File: config.mk
export PLATFORM = sky130hd
export DESIGN_NAME = hssi_ss_delay_align_ctrl
export DESIGN_NICKNAME = d
export VERILOG_FILES = /design/src/rtl/hssi_ss_delay_align_pkg.sv /design/src/rtl/hssi_ss_var_delay.sv /design/src/rtl/hssi_ss_delay_align_ctrl.sv
export SDC_FILE = /design/constraint.sdc
export NUM_CORES = 1
export LEC_CHECK = 0
export CAP_MARGIN = 20
export CORE_MARGIN = 3
export CORE_UTILIZATION = 25
export DETAILED_ROUTE_END_ITERATION = 8
export DONT_BUFFER_PORTS = 1
export GPL_ROUTABILITY_DRIVEN = 0
export GPL_TIMING_DRIVEN = 0
export PLACE_DENSITY_LB_ADDON = 0.05
export SYNTH_ARGS = -nofsm -noshare
export SYNTH_HDL_FRONTEND = slang
export SYNTH_HIERARCHICAL = 1
export SYNTH_SLANG_ARGS = --single-unit
File: constraint.sdc
create_clock -name clk -period 4.3 [get_ports clk]
set_clock_uncertainty 0.1 [all_clocks]
set_input_delay 0.43 -clock clk [delete_from_list [all_inputs] [get_ports clk]]
set_output_delay 0.43 -clock clk [all_outputs]
set_load 0.1 [all_outputs]
File: src/rtl/hssi_ss_delay_align_pkg.sv
// Shared definitions for the HSSI lane delay-alignment controller:
// FSM state type, parameter defaults and the delay-select width helper.
package hssi_ss_delay_align_pkg;

  localparam int DEF_WIDTH     = 8;
  localparam int DEF_MAX_DELAY = 15;
  localparam int DEF_TIMEOUT   = 255;

  typedef enum logic [2:0] {
    ST_IDLE      = 3'd0,
    ST_WAIT_MARK = 3'd1,
    ST_MEASURE   = 3'd2,
    ST_SETTLE    = 3'd3,
    ST_LOCKED    = 3'd4,
    ST_ERROR     = 3'd5
  } align_state_t;

  // Width of a value able to hold 0..max_delay.
  function automatic int delay_width(input int max_delay);
    return (max_delay < 1) ? 1 : $clog2(max_delay + 1);
  endfunction

endpackage

File: src/rtl/hssi_ss_var_delay.sv
// Free-running register delay line with a tap select; sel=0 is a
// combinational bypass, sel=N returns the input from N cycles earlier.
module hssi_ss_var_delay
  import hssi_ss_delay_align_pkg::*;
#(
  parameter int  WIDTH     = DEF_WIDTH,
  parameter int  MAX_DELAY = DEF_MAX_DELAY,
  localparam int DW        = delay_width(MAX_DELAY)
) (
  input  logic             clk,
  input  logic [WIDTH-1:0] din,
  input  logic [DW-1:0]    sel,
  output logic [WIDTH-1:0] dout
);

  logic [WIDTH-1:0] tap [MAX_DELAY+1];

  assign tap[0] = din;

  // Data stages carry no reset so they map onto plain shift registers.
  for (genvar gi = 1; gi <= MAX_DELAY; gi++) begin : g_stage
    logic [WIDTH-1:0] stage_reg;

    always_ff @(posedge clk) begin
      stage_reg <= tap[gi-1];
    end

    assign tap[gi] = stage_reg;
  end

  always_comb begin
    dout = din;
    for (int i = 1; i <= MAX_DELAY; i++) begin
      if (int'(sel) == i) begin
        dout = tap[i];
      end
    end
  end

endmodule

File: src/rtl/hssi_ss_delay_align_ctrl.sv
// Measures the marker skew between a lane and the reference lane, then
// delays the lane by that many cycles so both markers line up.
module hssi_ss_delay_align_ctrl
  import hssi_ss_delay_align_pkg::*;
#(
  parameter int  WIDTH     = DEF_WIDTH,
  parameter int  MAX_DELAY = DEF_MAX_DELAY,
  parameter int  TIMEOUT   = DEF_TIMEOUT,
  localparam int DW        = delay_width(MAX_DELAY)
) (
  input  logic             clk,
  input  logic             rst_n,
  input  logic             start,
  input  logic             ref_mark,
  input  logic [WIDTH-1:0] din,
  input  logic             din_mark,
  output logic [WIDTH-1:0] dout,
  output logic             dout_mark,
  output logic [DW-1:0]    delay_val,
  output logic             busy,
  output logic             locked,
  output logic             err
);

  localparam int TW = $clog2(TIMEOUT + 1);

  localparam logic [DW-1:0] MAX_CNT     = DW'(MAX_DELAY);
  localparam logic [DW-1:0] SETTLE_LAST = DW'(MAX_DELAY - 1);
  localparam logic [TW-1:0] TMO_LAST    = TW'(TIMEOUT - 1);

  align_state_t     state_reg, state_next;
  logic [DW-1:0]    cnt_reg, cnt_next;
  logic [DW-1:0]    settle_reg, settle_next;
  logic [TW-1:0]    tmo_reg, tmo_next;
  logic [DW-1:0]    delay_reg, delay_next;
  logic             locked_reg, err_reg;
  logic [WIDTH:0]   line_out;

  // State and counter registers; flags decode the next state so they
  // change on the same edge as the state itself.
  always_ff @(posedge clk or negedge rst_n) begin
    if (!rst_n) begin
      state_reg  <= ST_IDLE;
      cnt_reg    <= '0;
      settle_reg <= '0;
      tmo_reg    <= '0;
      delay_reg  <= '0;
      locked_reg <= 1'b0;
      err_reg    <= 1'b0;
    end else begin
      state_reg  <= state_next;
      cnt_reg    <= cnt_next;
      settle_reg <= settle_next;
      tmo_reg    <= tmo_next;
      delay_reg  <= delay_next;
      locked_reg <= (state_next == ST_LOCKED);
      err_reg    <= (state_next == ST_ERROR);
    end
  end

  always_comb begin
    state_next  = state_reg;
    cnt_next    = cnt_reg;
    settle_next = settle_reg;
    tmo_next    = tmo_reg;
    delay_next  = delay_reg;

    case (state_reg)
      ST_IDLE, ST_LOCKED, ST_ERROR: begin
        if (start) begin
          state_next = ST_WAIT_MARK;
          tmo_next   = '0;
        end
      end

      ST_WAIT_MARK: begin
        if (din_mark && ref_mark) begin
          delay_next  = '0;
          settle_next = '0;
          state_next  = ST_SETTLE;
        end else if (din_mark) begin
          cnt_next   = DW'(1);
          state_next = ST_MEASURE;
        end else if (tmo_reg == TMO_LAST) begin
          state_next = ST_ERROR;
        end else begin
          tmo_next = tmo_reg + 1'b1;
        end
      end

      ST_MEASURE: begin
        if (ref_mark) begin
          delay_next  = cnt_reg;
          settle_next = '0;
          state_next  = ST_SETTLE;
        end else if (cnt_reg == MAX_CNT) begin
          state_next = ST_ERROR;
        end else begin
          cnt_next = cnt_reg + 1'b1;
        end
      end

      // Hold off lock until every tap has been refilled with current data.
      ST_SETTLE: begin
        if (settle_reg == SETTLE_LAST) begin
          state_next = ST_LOCKED;
        end else begin
          settle_next = settle_reg + 1'b1;
        end
      end

      default: begin
        state_next = ST_IDLE;
      end
    endcase
  end

  always_comb begin
    busy      = (state_reg == ST_WAIT_MARK) ||
                (state_reg == ST_MEASURE)   ||
                (state_reg == ST_SETTLE);
    locked    = locked_reg;
    err       = err_reg;
    delay_val = delay_reg;
    dout      = line_out[WIDTH-1:0];
    dout_mark = line_out[WIDTH];
  end

  hssi_ss_var_delay #(
    .WIDTH     (WIDTH + 1),
    .MAX_DELAY (MAX_DELAY)
  ) u_var_delay (
    .clk  (clk),
    .din  ({din_mark, din}),
    .sel  (delay_reg),
    .dout (line_out)
  );

endmodule

### After elaboration in Yosys (flattened, before gate mapping)

Cells that the tools add are included.

* register bits: 160
* output and inout port bits: 16

* reductions and logical operators: 12
* $add $sub $neg: 3
* muxes and demuxes: 39
* equal/unequal tests: 35

Operator list (number)
* $mux W9: 15
* $eq A4 B4 Y1 const B: 10
* $mux W4: 8
* $mux W8: 4
* $mux W3: 7
* $ne A2 B2 Y1 const B: 10
* $eq A4 B3 Y1 const B: 4
* $pmux W4 S2: 2
* $pmux W8 S2: 1
* $eq A3 B3 Y1 const B: 4
* $pmux W3 S4: 1
* $pmux W4 S3: 1
* $reduce_and A5 Y1: 2
* $add A4 B1 Y4 const B: 2
* $add A8 B1 Y8 const B: 1
* $eq A4 B2 Y1 const B: 2
* $eq A8 B8 Y1 const B: 1
* $eq A3 B2 Y1 const B: 2
* $eq A4 B1 Y1 const B: 1
* $reduce_and A4 Y1: 1
* $reduce_bool A2 Y1: 2
* $eq A3 B1 Y1 const B: 1
* $logic_not A3 Y1: 1
* $reduce_and A3 Y1: 1
* 4 further kinds: 5

### Logic depth before layout (Yosys ltp)

Gate-level depths: netlist (run 1).

* depth in word-level cells: 16
* mapped depth: 9
* mapped depth without buffers: 6

### Cells and area by module

The synthesis (run 1) kept the hierarchy.

By module, submodules not included
* hssi_ss_var_delay: cells an instance 418, instances 1, area an instance 4675.7 um^2, seq. area each 2702.6 um^2
* hssi_ss_delay_align_ctrl: cells an instance 152, instances 1, area an instance 1447.6 um^2, seq. area each 625.6 um^2

### Worst setup path before layout (run 1)

OpenSTA, ideal clock, no wires.

* path kind: reg-to-output
* start point: reg delay_reg[2], in the netlist delay_val[2]
* end point: out dout[7]
* setup slack: -0.238 ns
* path buffers: 4
* arrival time: 4.008 ns
* required time: 3.770 ns
* stages on the path, launching flop included: 8
* path through: dfrtp_1 buf_4 buf_6 buf_2 buf_2 a211oi_1 o21a_1 o21ai_0

* word-level cells in the longest chain between the ends: 16
* elaborated cells between the ends (all ways): 30

RTL lines
* from (decl): RTL line hssi_ss_delay_align_ctrl.sv:35 `logic [DW-1:0] delay_reg, delay_next;`
* from (signal assigned): RTL line hssi_ss_delay_align_ctrl.sv:55 `delay_reg <= delay_next;`
* $eq A4 B2 Y1: RTL line hssi_ss_var_delay.sv:34 `if (int'(sel) == i) begin`
* $mux W9 (14 in a row): RTL line hssi_ss_var_delay.sv:34
* $mux W9 (*): RTL line hssi_ss_var_delay.sv:34
* to (decl): RTL line hssi_ss_delay_align_ctrl.sv:17 `output logic [WIDTH-1:0] dout,`

Mark *: on every way between the ends. The rest lies on a longest branch, timed or not.

### Final worst setup path (run 1)

* start point: reg delay_reg[3], in the netlist delay_val[3]
* end point: out dout[6]

Same word-level chain as after synthesis.

==> results of run 1 <==
## stage by stage
| stage | std cells | setup WS (ns) | utilization (%) | hold slack, ns |
|---|---|---|---|---|
| 2_1_floorplan | 570 | 0.285 | - | 0.0344 |
| 3_3_place_gp | 889 | -0.509 | 27.5 | 0.0353 |
| 3_5_place_dp | 893 | 0.168 | 28.1 | 0.0353 |
| 4_1_cts | 936 | 0.0478 | 30.9 | 0.0628 |
| 5_1_grt | 936 | 0.0318 | 30.9 | 0.0825 |
| 6_report | 936 | 0.212 | 30.9 | 0.0824 |
## timing repair
| action | in CTS | in global routing |
|---|---|---|
| endpoints found under the setup margin | 4 | 1 |
| cloned | 0 | 0 |
| endpoints found under the hold margin | 34 | 0 |
| hold buffers | 11 | 0 |
| pin swaps | 1 | 1 |
| resized for setup | 5 | 1 |
## worst reg2reg max path: stages, from the launching register on
cell and delay [ns]:
dfrtp_1 0.48, inv_1 0.07, ha_1 0.20, and3_1 0.21, and3_1 0.18, buf_2 0.16, or4_1 0.50, a21oi_1 0.15
## synth_stat cells (all sizes together), types with 3 or more instances
cell type	instances	area share, %
or3	3	0.31
a21o	3	0.37
a31oi	6	0.61
nor3	13	1.1
nand2	33	2.0
a32o	3	0.49
nor3b	8	1.1
mux2	4	0.80
and3	3	0.31
and2	3	0.31
o22ai	10	1.0
o211ai	3	0.37
mux2i	15	2.5
ha	5	1.0
a2bb2oi	4	0.57
o221ai	5	0.72
nand4	5	0.51
dfrtp	25	10
nor4	4	0.41
o21a	7	0.86
nand4b	3	0.43
a22o	4	0.57
dfxtp	135	44
inv	6	0.37
a22oi	6	0.74
clkbuf	5	0.31
nor2	23	1.4
o31ai	3	0.37
o21ai	44	3.7
and2b	4	0.49
a211oi	7	0.86
buf	34	3.9
nand2b	16	1.6
nand3	17	1.4
nor2b	18	1.8
mux4	12	4.4
a21oi	36	2.9
o22a	3	0.43
## cell type report
cell class,instances,area [µm²]
tap,319,399
clock inverter,14,103
timing repair buffer,15,230
fill,2396,16400
multi-input combinational,365,2560
clock buffer,18,429
buffer,39,260
sequential,160,3330
inverter,6,22.5
## cells by family after synthesis
logic type	after synthesis
AO/OA/AOI/OAI	162
flip-flops	160
XOR/XNOR	2
multiplexers	31
buffers and inverters	45
adder cells (fa/ha/maj)	5
AND/OR/NAND/NOR	165
## per-layer routing
metal  GRT usage [%]  wire (µm)
met1            19.6       8790
met2            23.9       9020
met3            3.54        801
met4            5.54        394
met5               0          0
## cells in the final DEF, fill, tap and decap left out, types with 6 or more instances in the layout
cell type,instances
dfxtp_1,135
o21ai_0,40
a21oi_1,35
nand2_1,33
nor2_1,22
dfrtp_1,21
nor2b_1,18
nand3_1,17
clkbuf_16,17
buf_2,16
nand2b_1,16
mux2i_1,15
nor3_1,13
mux4_2,12
buf_4,11
dlygate4sd3_1,10
o22ai_1,10
inv_6,8
nor3b_1,7
a211oi_1,7
buf_6,7
o21a_1,7
inv_1,6
clkbuf_1,6
## path summary, 6_finish.rpt
check,start,end,slack (ns),cells after the start
min in group asynchronous,rst_n,locked,0.34,2
worst max register to register,tmo_reg[0],tmo_reg[4],2.17,7
worst min register to register,u_var_delay/g_stage[13].stage_reg[8],u_var_delay/g_stage[14].stage_reg[8],0.24,0
worst max-delay path,delay_val[3],dout[6],0.21,6
max in group asynchronous,rst_n,delay_val[3],3.58,2
worst min-delay path,din_mark,state_reg[1],0.08,2
## power by group
group          switching (mW)  internal, mW
combinational            1.36         0.675
sequential              0.174          1.61
clock                   0.653         0.748
total                    2.18          3.04
==> results.cfg, run 1 <==
[yosys]
synth_area_um2 = 6120
synthAdderAreaFrac_pct = 1.02
synth_cells = 570
synth_top_family_by_area = compound AO/OA/AOI/OAI gates
synthMuxAreaShare_pct = 7.66
synth_ff_type = dfxtp_1
netlist-cell-type-count = 67
yosys.area_share.simple_pct = 14.9
synth_async_sr_flop_share_pct = 15.6
syn_nets = 588
synth_compound_area_share_pct = 17.2
synth_seq_cells = 160
synthXorXnorAreaFrac_pct = 0.286
yosysWarningCount = 6
synth_edf_count = 0
seq_area_frac_synth_pct = 54.4
syn_avg_cell_area_um2 = 10.7

[timing]
drv_slew = 0
hold_viol_final = 0
max_freq_mhz = 245
rsz0062_at_grt = no
slew_headroom_pct = 29.0
setup_tns_ns = 0
finalSetupViolations = 0
tightest_slew_ns = 1.06
period_needed_ns = 4.09
fin_crit_sh_pct = 95.1

[grt]
grt_overflow = 0
grt_pass1_vias = 4755
grt_pass1_wl_um = 29400
grt_max_degree = 26
grt_antenna_before_repair = 0
grtUsageTotal_pct = 14.9

[route]
drcViolationCount = 0
first_iter_violations = 374
drt-vias-per-instance = 4.90
ant_nets = 0
finalWirelength_um = 19000
vias = 4582
first_pass_iters = 5
wl_per_cell_um = 20.3

[power_and_ir_drop]
power_mw = 5.22
power_leakage_nw = 2.82
power_density_nw_per_um2 = 712
peakVddDrop_v = 0.000308

[cts]
htree_levels = 4
clk_pin_slew_ns = 0.07
cts_root_buf = clkbuf_16
cts_made_buffers = 17
cts_tree = built
postCtsSetupBuffers = 0
clk_latency_ns = 0.42
ctsLongestPathBuffers = 2
cts.sinks = 160

[run]
drv_cap = 0

[place]
dp_hpwl_um = 12900
placed_area_um2 = 6670
io_buffers = 0

[setup_path]
cp_slowest_stage_delay_ns = 0.77
critPathBufInv = 3
worstSetupPathType = reg2out
crit_family = buffers and inverters
arrival_ns = 3.56
worst-path-max-fanout = 10
crit_required_ns = 3.77
cpMostUsedCell = buf_4
end_kind = primary output
cpMaxStageDelayCell = dfrtp_2
cp-start-kind = flip-flop
path_cells = buf_4 > buf_4 > clkbuf_1 > nand3_1 > o21ai_0 > a2bb2oi_4

[die]
initial_core_util_pct = 25.8
die_area_um2 = 26400
core_um2 = 23800
fp.dieH_um = 163
io_pins = 29
die_w_um = 163
rows = 56

[run_status]
status = completed

[cells_and_area]
drive_gt1_share_pct = 17.0
largest_reg_flops = 135
syn_to_final_growth_pct = 19.8
design_area_um2 = 7340
diodes = 0
fin_nets = 622

[hold_path]
hp-class = in2reg
Power figures use the tool's default switching activity.
==> run 2: changes to the inputs <==
CORE_MARGIN = 1.5   (was 3)
==> run 2 against run 1 <==
Against the previous run:
- register-to-register slack got worse by 0.03 ns
- flip-flop and latch count unchanged
- die area down 3.7%
- power is 0.99% higher
- non-clock buffer count grew 1
- critical path type unchanged
- worst setup slack got worse by 0.014 ns
- critical path depth increased by 2
==> results.cfg, run 2 (synthesized netlist as in run 1, its figures left out) <==
[cts]
ctsLongestPathBuffers = 2
cts_tree = built
htree_levels = 4
cts_root_buf = clkbuf_16
cts.sinks = 160
cts_made_buffers = 17
clk_pin_slew_ns = 0.06
clk_latency_ns = 0.43

[cells_and_area]
num-fill-cells = 2505
final_common_cell = dfxtp_1
fin_nets = 623
largest_reg_flops = 135
postLayoutCoreUtil_pct = 30.4
diodes = 0
multi_input_area_um2 = 2550
syn_to_final_growth_pct = 20.2
layout_common_cells = dfxtp_1, o21ai_0, a21oi_1
drive_gt1_share_pct = 17.2
regArea_um2 = 3330
final_cells = 942

[setup_path]
worstReg2RegEnd = tmo_reg[4]
worstSetupPathType = reg2out
path_cells = buf_6 > buf_6 > buf_4 > buf_4 > nor2_1 > o21ai_0 > o221ai_1 > a22oi_2
end_kind = primary output
cp-start-kind = flip-flop
cpMaxStageDelayCell = a22oi_2
cp_slowest_stage_delay_ns = 0.98
ff2ff_path_depth = 7
ff2ff_setup_slack_ns = 2.14
crit_family = compound AO/OA/AOI/OAI gates
worst-path-max-fanout = 10
arrival_ns = 3.57
crit-reg2reg-launch = tmo_reg[0]
crit_required_ns = 3.77
critPathBufInv = 4

[timing]
finalSetupViolations = 0
hold_slack_ns = 0.0571
fin_ws_ns = 0.197
hold_viol_final = 0
fin_crit_sh_pct = 95.4
tightest_slew_ns = 1.11
drv_slew = 0
slew_headroom_pct = 26.1
rsz0062_at_grt = no
period_needed_ns = 4.10
max_freq_mhz = 244

[power_and_ir_drop]
p_sw_mw = 2.21
power_density_nw_per_um2 = 716
p_comb_share_pct = 39.0
clkPwrFrac_pct = 27.1
p_int_mw = 3.06
power_leakage_nw = 2.81
peakVddDrop_v = 0.000382
swShare_pct = 41.9
power_frac_seq_pct = 33.9

[route]
drt-vias-per-instance = 4.89
first_iter_violations = 292
drcViolationCount = 0
first_pass_iters = 6
ant_nets = 0
vias = 4611
finalWirelength_um = 19700
wl_per_cell_um = 20.9

[die]
io_pins = 29
rows = 57
die_w_um = 160
initial_core_util_pct = 25.3
die_area_um2 = 25400
fp.dieH_um = 160
core_um2 = 24200

[place]
post-place-ws_ns = 0.195
dp_hpwl_um = 13100
io_buffers = 0
dp_cells = 899

[hold_path]
hold_start = din_mark
hp-class = in2reg
holdPathEnd = state_reg[1]
hold_depth = 2

[grt]
grt_antenna_before_repair = 1
grt_pass1_wl_um = 30100
grt_overflow = 0
grtUsageTotal_pct = 16.0
grt_max_degree = 26
grt_pass1_vias = 4723

[run_status]
status = completed

[run]
drv_cap = 0
==> run 2: power by group through the flow <==
stage / Clock [mW] / Combinational, mW / Sequential, mW
6_report: 1.43 / 2.06 / 1.79
4_1_cts: 1.47 / 2.08 / 1.79
3_5_place_dp: 0 / 2.06 / 1.82
2_1_floorplan: 0 / 1.41 / 1.78
5_1_grt: 1.53 / 2.18 / 1.81
3_3_place_gp: 0 / 1.81 / 1.82
==> run 2: how the worst max path moves through the flow <==
stage / from / endpoint / slack [ns] / cells after the start
global route: delay_val[3] / dout_mark / 0.09 / 6
floorplan: delay_val[0] / dout[6] / 0.29 / 8
CTS: delay_val[2] / dout_mark / 0.008 / 6
detailed placement: delay_val[3] / dout_mark / 0.20 / 6
global placement: delay_val[3] / dout[6] / -0.52 / 6
finish: delay_val[0] / dout_mark / 0.20 / 8
==> run 2: per-stage QoR <==
step | instance area (µm²) | TNS [ns] | power, mW
finish | 7360 | 0 | 5.27
global route | 7360 | 0 | 5.52
CTS | 7360 | 0 | 5.33
detailed placement | 6690 | 0 | 3.87
global placement | 6530 | -2.46 | 3.62
floorplan | 6120 | 0 | 3.19
==> run 2: timing repair <==
action / 4_1_cts / 5_1_grt
hold buffers: 11 / 0
gates resized for setup: 3 / 2
buffers inserted: 0 / 0
endpoints found under the setup margin: 3 / 2
gates cloned: 0 / 0
hold endpoints to repair: 34 / 0
pin swaps: 1 / 1
==> run 2: routing by layer <==
metal / vias up / routed length, µm / global-route usage, %
met1: 2299 / 8720 / 19.9
met5: - / 0 / 0
met2: 121 / 9490 / 26.7
li1: 2167 / - / -
met4: 0 / 485 / 6.05
met3: 24 / 961 / 3.93
==> run 2: final cells by class <==
type,instances,area share [%]
tap,324,5.51
clock buffer,19,6.02
buffer,39,3.54
timing repair buffer,16,3.33
multi-input combinational,365,34.6
sequential,160,45.3
inverter,6,0.306
clock inverter,13,1.39
